===== src/rtl/interrupt_sequencer_if.sv =====
// Purpose : bundles the interrupt sequencer's request, control and status signals.
// Latency : n/a (wires only).
// Backpressure: none; the master drives requests/opcode/strobes, the slave drives status.
// Ports (master view):
//   out irq_req, op, mask_we, mask_wdata, gie_we, gie_wdata
//   in  interrupt, irq_id, irq_vector, in_service, pending
interface interrupt_sequencer_if #(
    parameter int NUM_IRQ = 4
);
    logic [NUM_IRQ-1:0] irq_req;
    logic [5:0]         op;
    logic               mask_we;
    logic [NUM_IRQ-1:0] mask_wdata;
    logic               gie_we;
    logic               gie_wdata;
    logic               interrupt;
    logic [2:0]         irq_id;
    logic [15:0]        irq_vector;
    logic               in_service;
    logic [NUM_IRQ-1:0] pending;

    modport master (
        output irq_req, op, mask_we, mask_wdata, gie_we, gie_wdata,
        input  interrupt, irq_id, irq_vector, in_service, pending
    );

    modport slave (
        input  irq_req, op, mask_we, mask_wdata, gie_we, gie_wdata,
        output interrupt, irq_id, irq_vector, in_service, pending
    );
endinterface


===== src/rtl/interrupt_sequencer.sv =====
// Purpose : latches edge-triggered IRQs, masks/prioritises them and pulses the jump unit.
// Latency : pulse is combinational in the cycle pending&mask&gie holds outside flow control.
// Backpressure: one service at a time; new requests stay pending until the ISR's ret.
// Ports:
//   clk, reset   : clock and synchronous active-high reset
//   bus (slave)  : irq_req/op/mask/gie inputs; interrupt, irq_id, irq_vector,
//                  in_service and pending outputs
module interrupt_sequencer #(
    parameter int          NUM_IRQ    = 4,
    parameter logic [15:0] VEC_BASE   = 16'hF000,
    parameter logic [15:0] VEC_STRIDE = 16'h0010
) (
    input  logic                 clk,
    input  logic                 reset,
    interrupt_sequencer_if.slave bus
);

    localparam logic [5:0] OP_JV  = 6'b011100;
    localparam logic [5:0] OP_JNV = 6'b011101;
    localparam logic [5:0] OP_JZ  = 6'b011110;
    localparam logic [5:0] OP_JNZ = 6'b011111;
    localparam logic [5:0] OP_JMP = 6'b011000;
    localparam logic [5:0] OP_RET = 6'b010000;

    typedef enum logic [1:0] {
        IDLE,
        HOLD0,
        HOLD1,
        SERVICE
    } state_t;

    state_t             r_state;
    state_t             w_next_state;
    logic [NUM_IRQ-1:0] r_irq_prev;
    logic [NUM_IRQ-1:0] r_pending;
    logic [NUM_IRQ-1:0] r_mask;
    logic               r_gie;
    logic [2:0]         r_irq_id;
    logic               r_in_service;

    logic               w_fc;
    logic               w_ret;
    logic [NUM_IRQ-1:0] w_eligible;
    logic               w_fire_ok;
    logic [2:0]         w_win_idx;
    logic [NUM_IRQ-1:0] w_win_onehot;
    logic               w_interrupt;
    logic               w_ret_done;
    logic [NUM_IRQ-1:0] w_set;
    logic [NUM_IRQ-1:0] w_clr;
    logic [15:0]        w_id_ext;
    logic [15:0]        w_irq_vector;

    // Opcode decode: firing while a jump/ret is in decode would corrupt the
    // return address the jump unit is about to save.
    always_comb begin
        w_fc = 1'b0;
        case (bus.op)
            OP_JV, OP_JNV, OP_JZ, OP_JNZ, OP_JMP, OP_RET: w_fc = 1'b1;
            default:                                      w_fc = 1'b0;
        endcase
    end

    assign w_ret      = (bus.op == OP_RET);
    assign w_eligible = r_pending & r_mask;
    assign w_fire_ok  = r_gie & (|w_eligible) & ~w_fc;

    // Fixed priority: scan downwards so the lowest eligible index wins.
    always_comb begin
        w_win_idx    = 3'd0;
        w_win_onehot = '0;
        for (int i = NUM_IRQ - 1; i >= 0; i--) begin
            if (w_eligible[i]) begin
                w_win_idx       = 3'(i);
                w_win_onehot    = '0;
                w_win_onehot[i] = 1'b1;
            end
        end
    end

    // Next-state and pulse generation. The pulse is suppressed while reset
    // is asserted so a reset cycle can never launch an interrupt.
    always_comb begin
        w_next_state = r_state;
        w_interrupt  = 1'b0;
        w_ret_done   = 1'b0;
        case (r_state)
            IDLE: begin
                if (w_fire_ok && !reset) begin
                    w_interrupt  = 1'b1;
                    w_next_state = HOLD0;
                end
            end
            HOLD0:   w_next_state = HOLD1;
            HOLD1:   w_next_state = SERVICE;
            SERVICE: begin
                if (w_ret) begin
                    w_ret_done   = 1'b1;
                    w_next_state = IDLE;
                end
            end
            default: w_next_state = IDLE;
        endcase
    end

    always_ff @(posedge clk) begin
        if (reset) r_state <= IDLE;
        else       r_state <= w_next_state;
    end

    // A new rising edge beats the winner clear on the same bit.
    assign w_set = bus.irq_req & ~r_irq_prev;
    assign w_clr = w_interrupt ? w_win_onehot : '0;

    always_ff @(posedge clk) begin
        if (reset) begin
            // Load the current level so requests held across reset are not
            // seen as fresh edges.
            r_irq_prev   <= bus.irq_req;
            r_pending    <= '0;
            r_mask       <= '0;
            r_gie        <= 1'b0;
            r_irq_id     <= 3'd0;
            r_in_service <= 1'b0;
        end else begin
            r_irq_prev <= bus.irq_req;
            r_pending  <= (r_pending & ~w_clr) | w_set;
            if (bus.mask_we) r_mask <= bus.mask_wdata;
            if (bus.gie_we)  r_gie  <= bus.gie_wdata;
            if (w_interrupt) begin
                r_irq_id     <= w_win_idx;
                r_in_service <= 1'b1;
            end else if (w_ret_done) begin
                r_in_service <= 1'b0;
            end
        end
    end

    // 16-bit product and sum; wrap-around is intended.
    assign w_id_ext     = {13'd0, r_irq_id};
    assign w_irq_vector = VEC_BASE + w_id_ext * VEC_STRIDE;

    assign bus.interrupt  = w_interrupt;
    assign bus.irq_id     = r_irq_id;
    assign bus.irq_vector = w_irq_vector;
    assign bus.in_service = r_in_service;
    assign bus.pending    = r_pending;

endmodule

===== src/flat_wrapper.sv =====
// flat-port wrapper written by rule: the top's interface ports become plain ports
module interrupt_sequencer_flat 
#(
    parameter int          NUM_IRQ    = 4,
    parameter logic [15:0] VEC_BASE   = 16'hF000,
    parameter logic [15:0] VEC_STRIDE = 16'h0010
)
  (clk, reset, bus_irq_req, bus_op, bus_mask_we, bus_mask_wdata, bus_gie_we, bus_gie_wdata, bus_interrupt, bus_irq_id, bus_irq_vector, bus_in_service, bus_pending);
  interrupt_sequencer_if #(.NUM_IRQ(NUM_IRQ)) bus_i ();
  input  logic clk;
  input  logic reset;
  input wire logic [$bits(bus_i.irq_req)-1:0] bus_irq_req;
  input wire logic [$bits(bus_i.op)-1:0] bus_op;
  input wire logic [$bits(bus_i.mask_we)-1:0] bus_mask_we;
  input wire logic [$bits(bus_i.mask_wdata)-1:0] bus_mask_wdata;
  input wire logic [$bits(bus_i.gie_we)-1:0] bus_gie_we;
  input wire logic [$bits(bus_i.gie_wdata)-1:0] bus_gie_wdata;
  output wire logic [$bits(bus_i.interrupt)-1:0] bus_interrupt;
  output wire logic [$bits(bus_i.irq_id)-1:0] bus_irq_id;
  output wire logic [$bits(bus_i.irq_vector)-1:0] bus_irq_vector;
  output wire logic [$bits(bus_i.in_service)-1:0] bus_in_service;
  output wire logic [$bits(bus_i.pending)-1:0] bus_pending;
  assign bus_i.irq_req = bus_irq_req;
  assign bus_i.op = bus_op;
  assign bus_i.mask_we = bus_mask_we;
  assign bus_i.mask_wdata = bus_mask_wdata;
  assign bus_i.gie_we = bus_gie_we;
  assign bus_i.gie_wdata = bus_gie_wdata;
  assign bus_interrupt = bus_i.interrupt;
  assign bus_irq_id = bus_i.irq_id;
  assign bus_irq_vector = bus_i.irq_vector;
  assign bus_in_service = bus_i.in_service;
  assign bus_pending = bus_i.pending;
  interrupt_sequencer #(.NUM_IRQ(NUM_IRQ), .VEC_BASE(VEC_BASE), .VEC_STRIDE(VEC_STRIDE)) u_core (.clk(clk), .reset(reset), .bus(bus_i));
endmodule

===== config.mk =====
export PLATFORM = sky130hd
export DESIGN_NAME = interrupt_sequencer_flat
export DESIGN_NICKNAME = d
export VERILOG_FILES = /design/src/rtl/interrupt_sequencer_if.sv /design/src/rtl/interrupt_sequencer.sv /design/src/flat_wrapper.sv
export SDC_FILE = /design/constraint.sdc
export NUM_CORES = 1
export LEC_CHECK = 0
export CELL_PAD_IN_SITES_DETAIL_PLACEMENT = 0
export CELL_PAD_IN_SITES_GLOBAL_PLACEMENT = 2
export CORE_ASPECT_RATIO = 1.4
export CORE_MARGIN = 8
export CORE_UTILIZATION = 25
export CTS_CLUSTER_DIAMETER = 200
export CTS_CLUSTER_SIZE = 16
export DETAILED_ROUTE_END_ITERATION = 6
export GPL_TIMING_DRIVEN = 0
export PLACE_DENSITY_LB_ADDON = 0.1
export SYNTH_ARGS = -nofsm -noshare
export SYNTH_HDL_FRONTEND = slang
export SYNTH_SLANG_ARGS = --single-unit
export TNS_END_PERCENT = 10

===== constraint.sdc =====
create_clock -name clk -period 4.3 [get_ports clk]
set_input_delay 0.645 -clock clk [delete_from_list [all_inputs] [get_ports clk]]
set_output_delay 0.645 -clock clk [all_outputs]
set_load 0.005 [all_outputs]

Word-level counts from Yosys, hierarchy flattened
Cells that the tools add are included.

storage, ports and cells
  register bits after elaboration = 19
  latch bits = 0
  memory bits (writable) = 0
  bits in read-only memories = 0
  input port bits = 19
  memories kept = 0

operators by class
  $add $sub $neg = 1
  $mul = 0
  div/mod/pow operators = 0
  order comparisons = 0
  eq/ne operators = 11
  shifts and indexed selects = 0
  multiplexer cells = 19
  bitwise operators = 9
  reduce and logical (&&, ||, !) cells = 7

operator list
  operator                                                          number
  6-bit by 5-bit == test with 1-bit output (second input constant)  6
  4-bit two-way mux                                                 5
  13-bit by 8-bit adder with 14-bit output (first input constant)   1
  4-bit AND                                                         3
  2-bit two-way mux                                                 6
  4-bit NOT                                                         2
  2-bit one-hot mux with 4 select lines                             1
  1-bit two-way mux                                                 7
  6-bit OR reduction                                                1
  2-bit == test (second input constant)                             2
  2-bit by 1-bit != test with 1-bit output (second input constant)  2
  4-bit bitwise OR                                                  1
  4-bit OR reduction                                                1
  1-bit AND                                                         2
  2-bit by 1-bit == test with 1-bit output (second input constant)  1
  2-bit zero test                                                   1
  2-bit AND reduction                                               1
  2-bit nonzero test                                                1
  1-bit logical AND                                                 1
  1-bit zero test                                                   1
  1-bit NOT                                                         1

Depth between registers and ports, before layout
  depth in word-level cells = 12
  gate-level depth with buffers = 6
  depth with buffers taken out = 6

Worst setup path after synthesis
OpenSTA, ideal clock, no wires.

  path type = input to output
  from = input bus_op[0]
  to = output bus_interrupt
  arrival = 1.375 ns
  path slack = 2.280 ns
  stages = 4
  path buffers = 0
  cells stage by stage = or3_4 -> a21boi_2 -> nand3b_4 -> inv_4

between the ends
  word-level cells in the longest chain between the ends = 8
  elaborated cells between the ends (all ways) = 13

RTL lines
  item                                      line                       text
  start, declared                           flat_wrapper.sv:13         input wire logic [$bits(bus_i.op)-1:0] bus_op;
  6-bit by 5-bit == test with 1-bit output  interrupt_sequencer.sv:58  case (bus.op)
  6-bit OR reduction *                      interrupt_sequencer.sv:58
  1-bit two-way mux *                       interrupt_sequencer.sv:58
  1-bit NOT *                               interrupt_sequencer.sv:66  assign w_fire_ok = r_gie & (|w_eligible) & ~w_fc;
  1-bit AND *                               interrupt_sequencer.sv:66
  1-bit logical AND *                       interrupt_sequencer.sv:89  if (w_fire_ok && !reset) begin
  1-bit two-way mux *                       interrupt_sequencer.sv:89
  1-bit two-way mux *                       interrupt_sequencer.sv:87  case (r_state)
  end, declared                             flat_wrapper.sv:18         output wire logic [$bits(bus_i.interrupt)-1:0] bus_interrupt;

Mark *: on every way between the ends. The rest lies on a longest branch, timed or not.

Worst setup path after layout
  from = input bus_op[2]
  to = output bus_interrupt

The elaborated chain is that of the path after synthesis.

==> results.txt <==
Run status: complete, no violations
Fin crit period: 3.04 ns
Required @ worst endpoint: 3.65 ns
DRT iter0 DRCs: 37
RSZ-0062 raised after global routing: no
Net Sw Frac: 26.0%
Post-Syn Area per Cell: 9.63 sq um
Dominant synthesized flop cell: dfxtp_1
Cts bufs inserted: 3
Crit end category: primary output
Psw: 0.000101 W
Int Pwr: 0.000289 W
Hold/Removal Path Class: flip-flop to flip-flop
Multi-input logic area: 539 sq um
Worst vdd ir: 0.000152 V
Ports: 44
Clk slew on worst S/H paths: 0.07 ns
1st-pass router iterations: 2
Post-CTS Resized: 0
Crit path max fanout: 6
DR WL/cell: 12.6 um
Synth Instances: 105
Max Cap Viol: 0
Fillers: 419
Period utilization: 70.7%
Number of setup violations in the final report: 0
Startpoint types: input pin
Core ar.: 0.00392 sq mm
GRT overflow: 0
Clk root buf: clkbuf_8
Post-CTS Setup Bufs: 0
Worst-skew pair later-pin latency: 0.25 ns
Vias per cell: 4.19
Worst slew margin: 63.6%
Max Clock Skew: 0.00280 ns
Nets: 173
Worst slew pin tran: 0.545 ns
DPL Wire Length: 1.96 mm
# diodes: 0
Drt total wl: 2.41 mm
Layout area overhead: 41.0%
Clock tree buffer depth: 2
Post-synth EDFFs: 0
PortBufs: 27
Tot GR Track Use: 7.86%
CTS tree: done
DRC: 0
Comb power frac: 22.1%
Setup tns final: 0 ns
CTS Sinks: 18
Final Max Tran Viols: 0
Yosys warns: 0
Global-route wire length before repair: 4.16 mm
Fmax: 0.329 GHz
Pwr/cell area: 274 mW/mm^2
Crit path kind: input pin to primary output
Sequential share of power: 47.6%
Fin area: 0.00143 sq mm
Chip Height: 91.2 um
Yosys cell types: 31
Storage cell area: 360 sq um
Site row count: 27
Placed Area: 0.00138 sq mm
Die area: 0.00636 sq mm
Initial core utilization: 25.8%
Vias: 801
Hold_buf cts: 0
Ys async rst share: 0%
Critical Path AT: 2.40 ns
Post-Synthesis Cell Area: 0.00101 sq mm
Clk network pwr share: 30.3%
Die Width: 69.7 um
Final Wtd Congestion: 0.677
Sequential area share after synthesis: 35.6%
Pin count of the biggest net entering global routing: 11
H-tree Lvls: 1
Vias in the first global route: 843
P_leak: 0.600 nW
Share of cells above drive strength 1: 20.3%
Register bit total from synthesis: 18
Post-route ant nets: 0
Initial antenna violation count: 0
Fin. Hold Viols: 0
critical path, cell delays in order:
cell             delay [ns]
clkdlybuf4s50_1        0.50
or3_4                  0.36
a21boi_2               0.19
nand3b_4               0.19
inv_4                  0.06
clkdlybuf4s50_1        0.45
power groups by stage:
| stage | Sequential, W | Clock, W | Combinational (W) |
|---|---|---|---|
| after floorplan | 0.000188 | 0 | 0.0000535 |
| after global placement | 0.000190 | 0 | 0.0000841 |
| after detailed placement | 0.000190 | 0 | 0.0000863 |
| after CTS | 0.000186 | 0.000123 | 0.0000867 |
| after global routing | 0.000188 | 0.000132 | 0.0000970 |
| final | 0.000186 | 0.000118 | 0.0000861 |
area by class of cell:
class / count / area share [%]
clock buffers: 3 / 2.90
multi-input cells: 75 / 37.8
well taps: 43 / 3.78
inverters: 6 / 1.76
plain buffers: 19 / 9.48
repair buffers: 27 / 19.0
flip-flops and latches: 18 / 25.3
state kept, by name, indices dropped and copies added, names as in the netlist:
name                   flops
u_core.r_gie               1
u_core.bus.in_service      1
u_core.r_mask              4
u_core.bus.irq_id          2
u_core.bus.pending         4
u_core.r_state             2
u_core.r_irq_prev          4
final timing paths:
path,endpoint,cells after the start,from,slack [ns]
worst max-delay path,bus_interrupt,6,bus_op[2],1.26
worst min-delay path,u_core.bus.in_service,2,u_core.bus.in_service,0.48
worst max register to register,u_core.r_state[0],6,u_core.r_state[0],2.70
worst min register to register,u_core.bus.in_service,2,u_core.bus.in_service,0.48
per-layer routing:
layer	track usage, %	wire length [um]
met1	7.96	948
met2	13.6	1210
met3	3.16	204
met4	4.03	46
met5	0	0
placed cells by master, fill, tap and decap left out, drive strengths merged, types with 2 or more instances in the layout:
master / instances
mux2: 2
nor3: 2
dfxtp: 18
inv: 6
clkdlybuf4s50: 27
ha: 4
conb: 15
nand2: 4
clkbuf: 5
nor2b: 4
a311oi: 2
nand2b: 7
o41ai: 2
and3: 2
mux2i: 7
a31oi: 2
nor2: 7
a21oi: 4
buf: 17
per-stage QoR:
stage	total power, W	instances	worst slack [ns]	util (%)	hold WS (ns)
final	0.000390	191	1.26	36.4	0.481
after global routing	0.000417	191	1.14	36.4	0.505
after CTS	0.000396	191	1.24	36.4	0.484
after detailed placement	0.000276	188	1.26	35.3	0.474
after global placement	0.000274	188	1.26	35.3	0.469
after floorplan	0.000241	118	2.28	-	0.459
synth_stat cells, types with 2 or more instances:
cell,n,area (sq um)
a21oi_1,4,20.0
a311oi_2,2,30.0
and3_1,2,12.5
buf_4,17,128
clkbuf_1,2,7.51
conb_1,2,7.51
dfxtp_1,18,360
ha_1,4,50.1
inv_1,5,18.8
mux2_2,2,22.5
mux2i_1,7,70.1
nand2_1,4,15.0
nand2b_1,7,43.8
nor2_1,7,26.3
nor2b_1,4,25.0
nor3_1,2,10.0
o41ai_1,2,17.5
cells by family (layout without fill, tap and decap cells):
kind of cell | Yosys count | after routing | synth area share, %
fa+ha+maj | 4 | 4 | 4.95
simple gates | 31 | 31 | 18.3
flops | 18 | 18 | 35.6
other cells | 2 | 15 | 0.743
compound gates | 16 | 16 | 15.3
mux | 9 | 9 | 9.16
buf+inv | 25 | 55 | 15.8
Power figures use the tool's default switching activity.
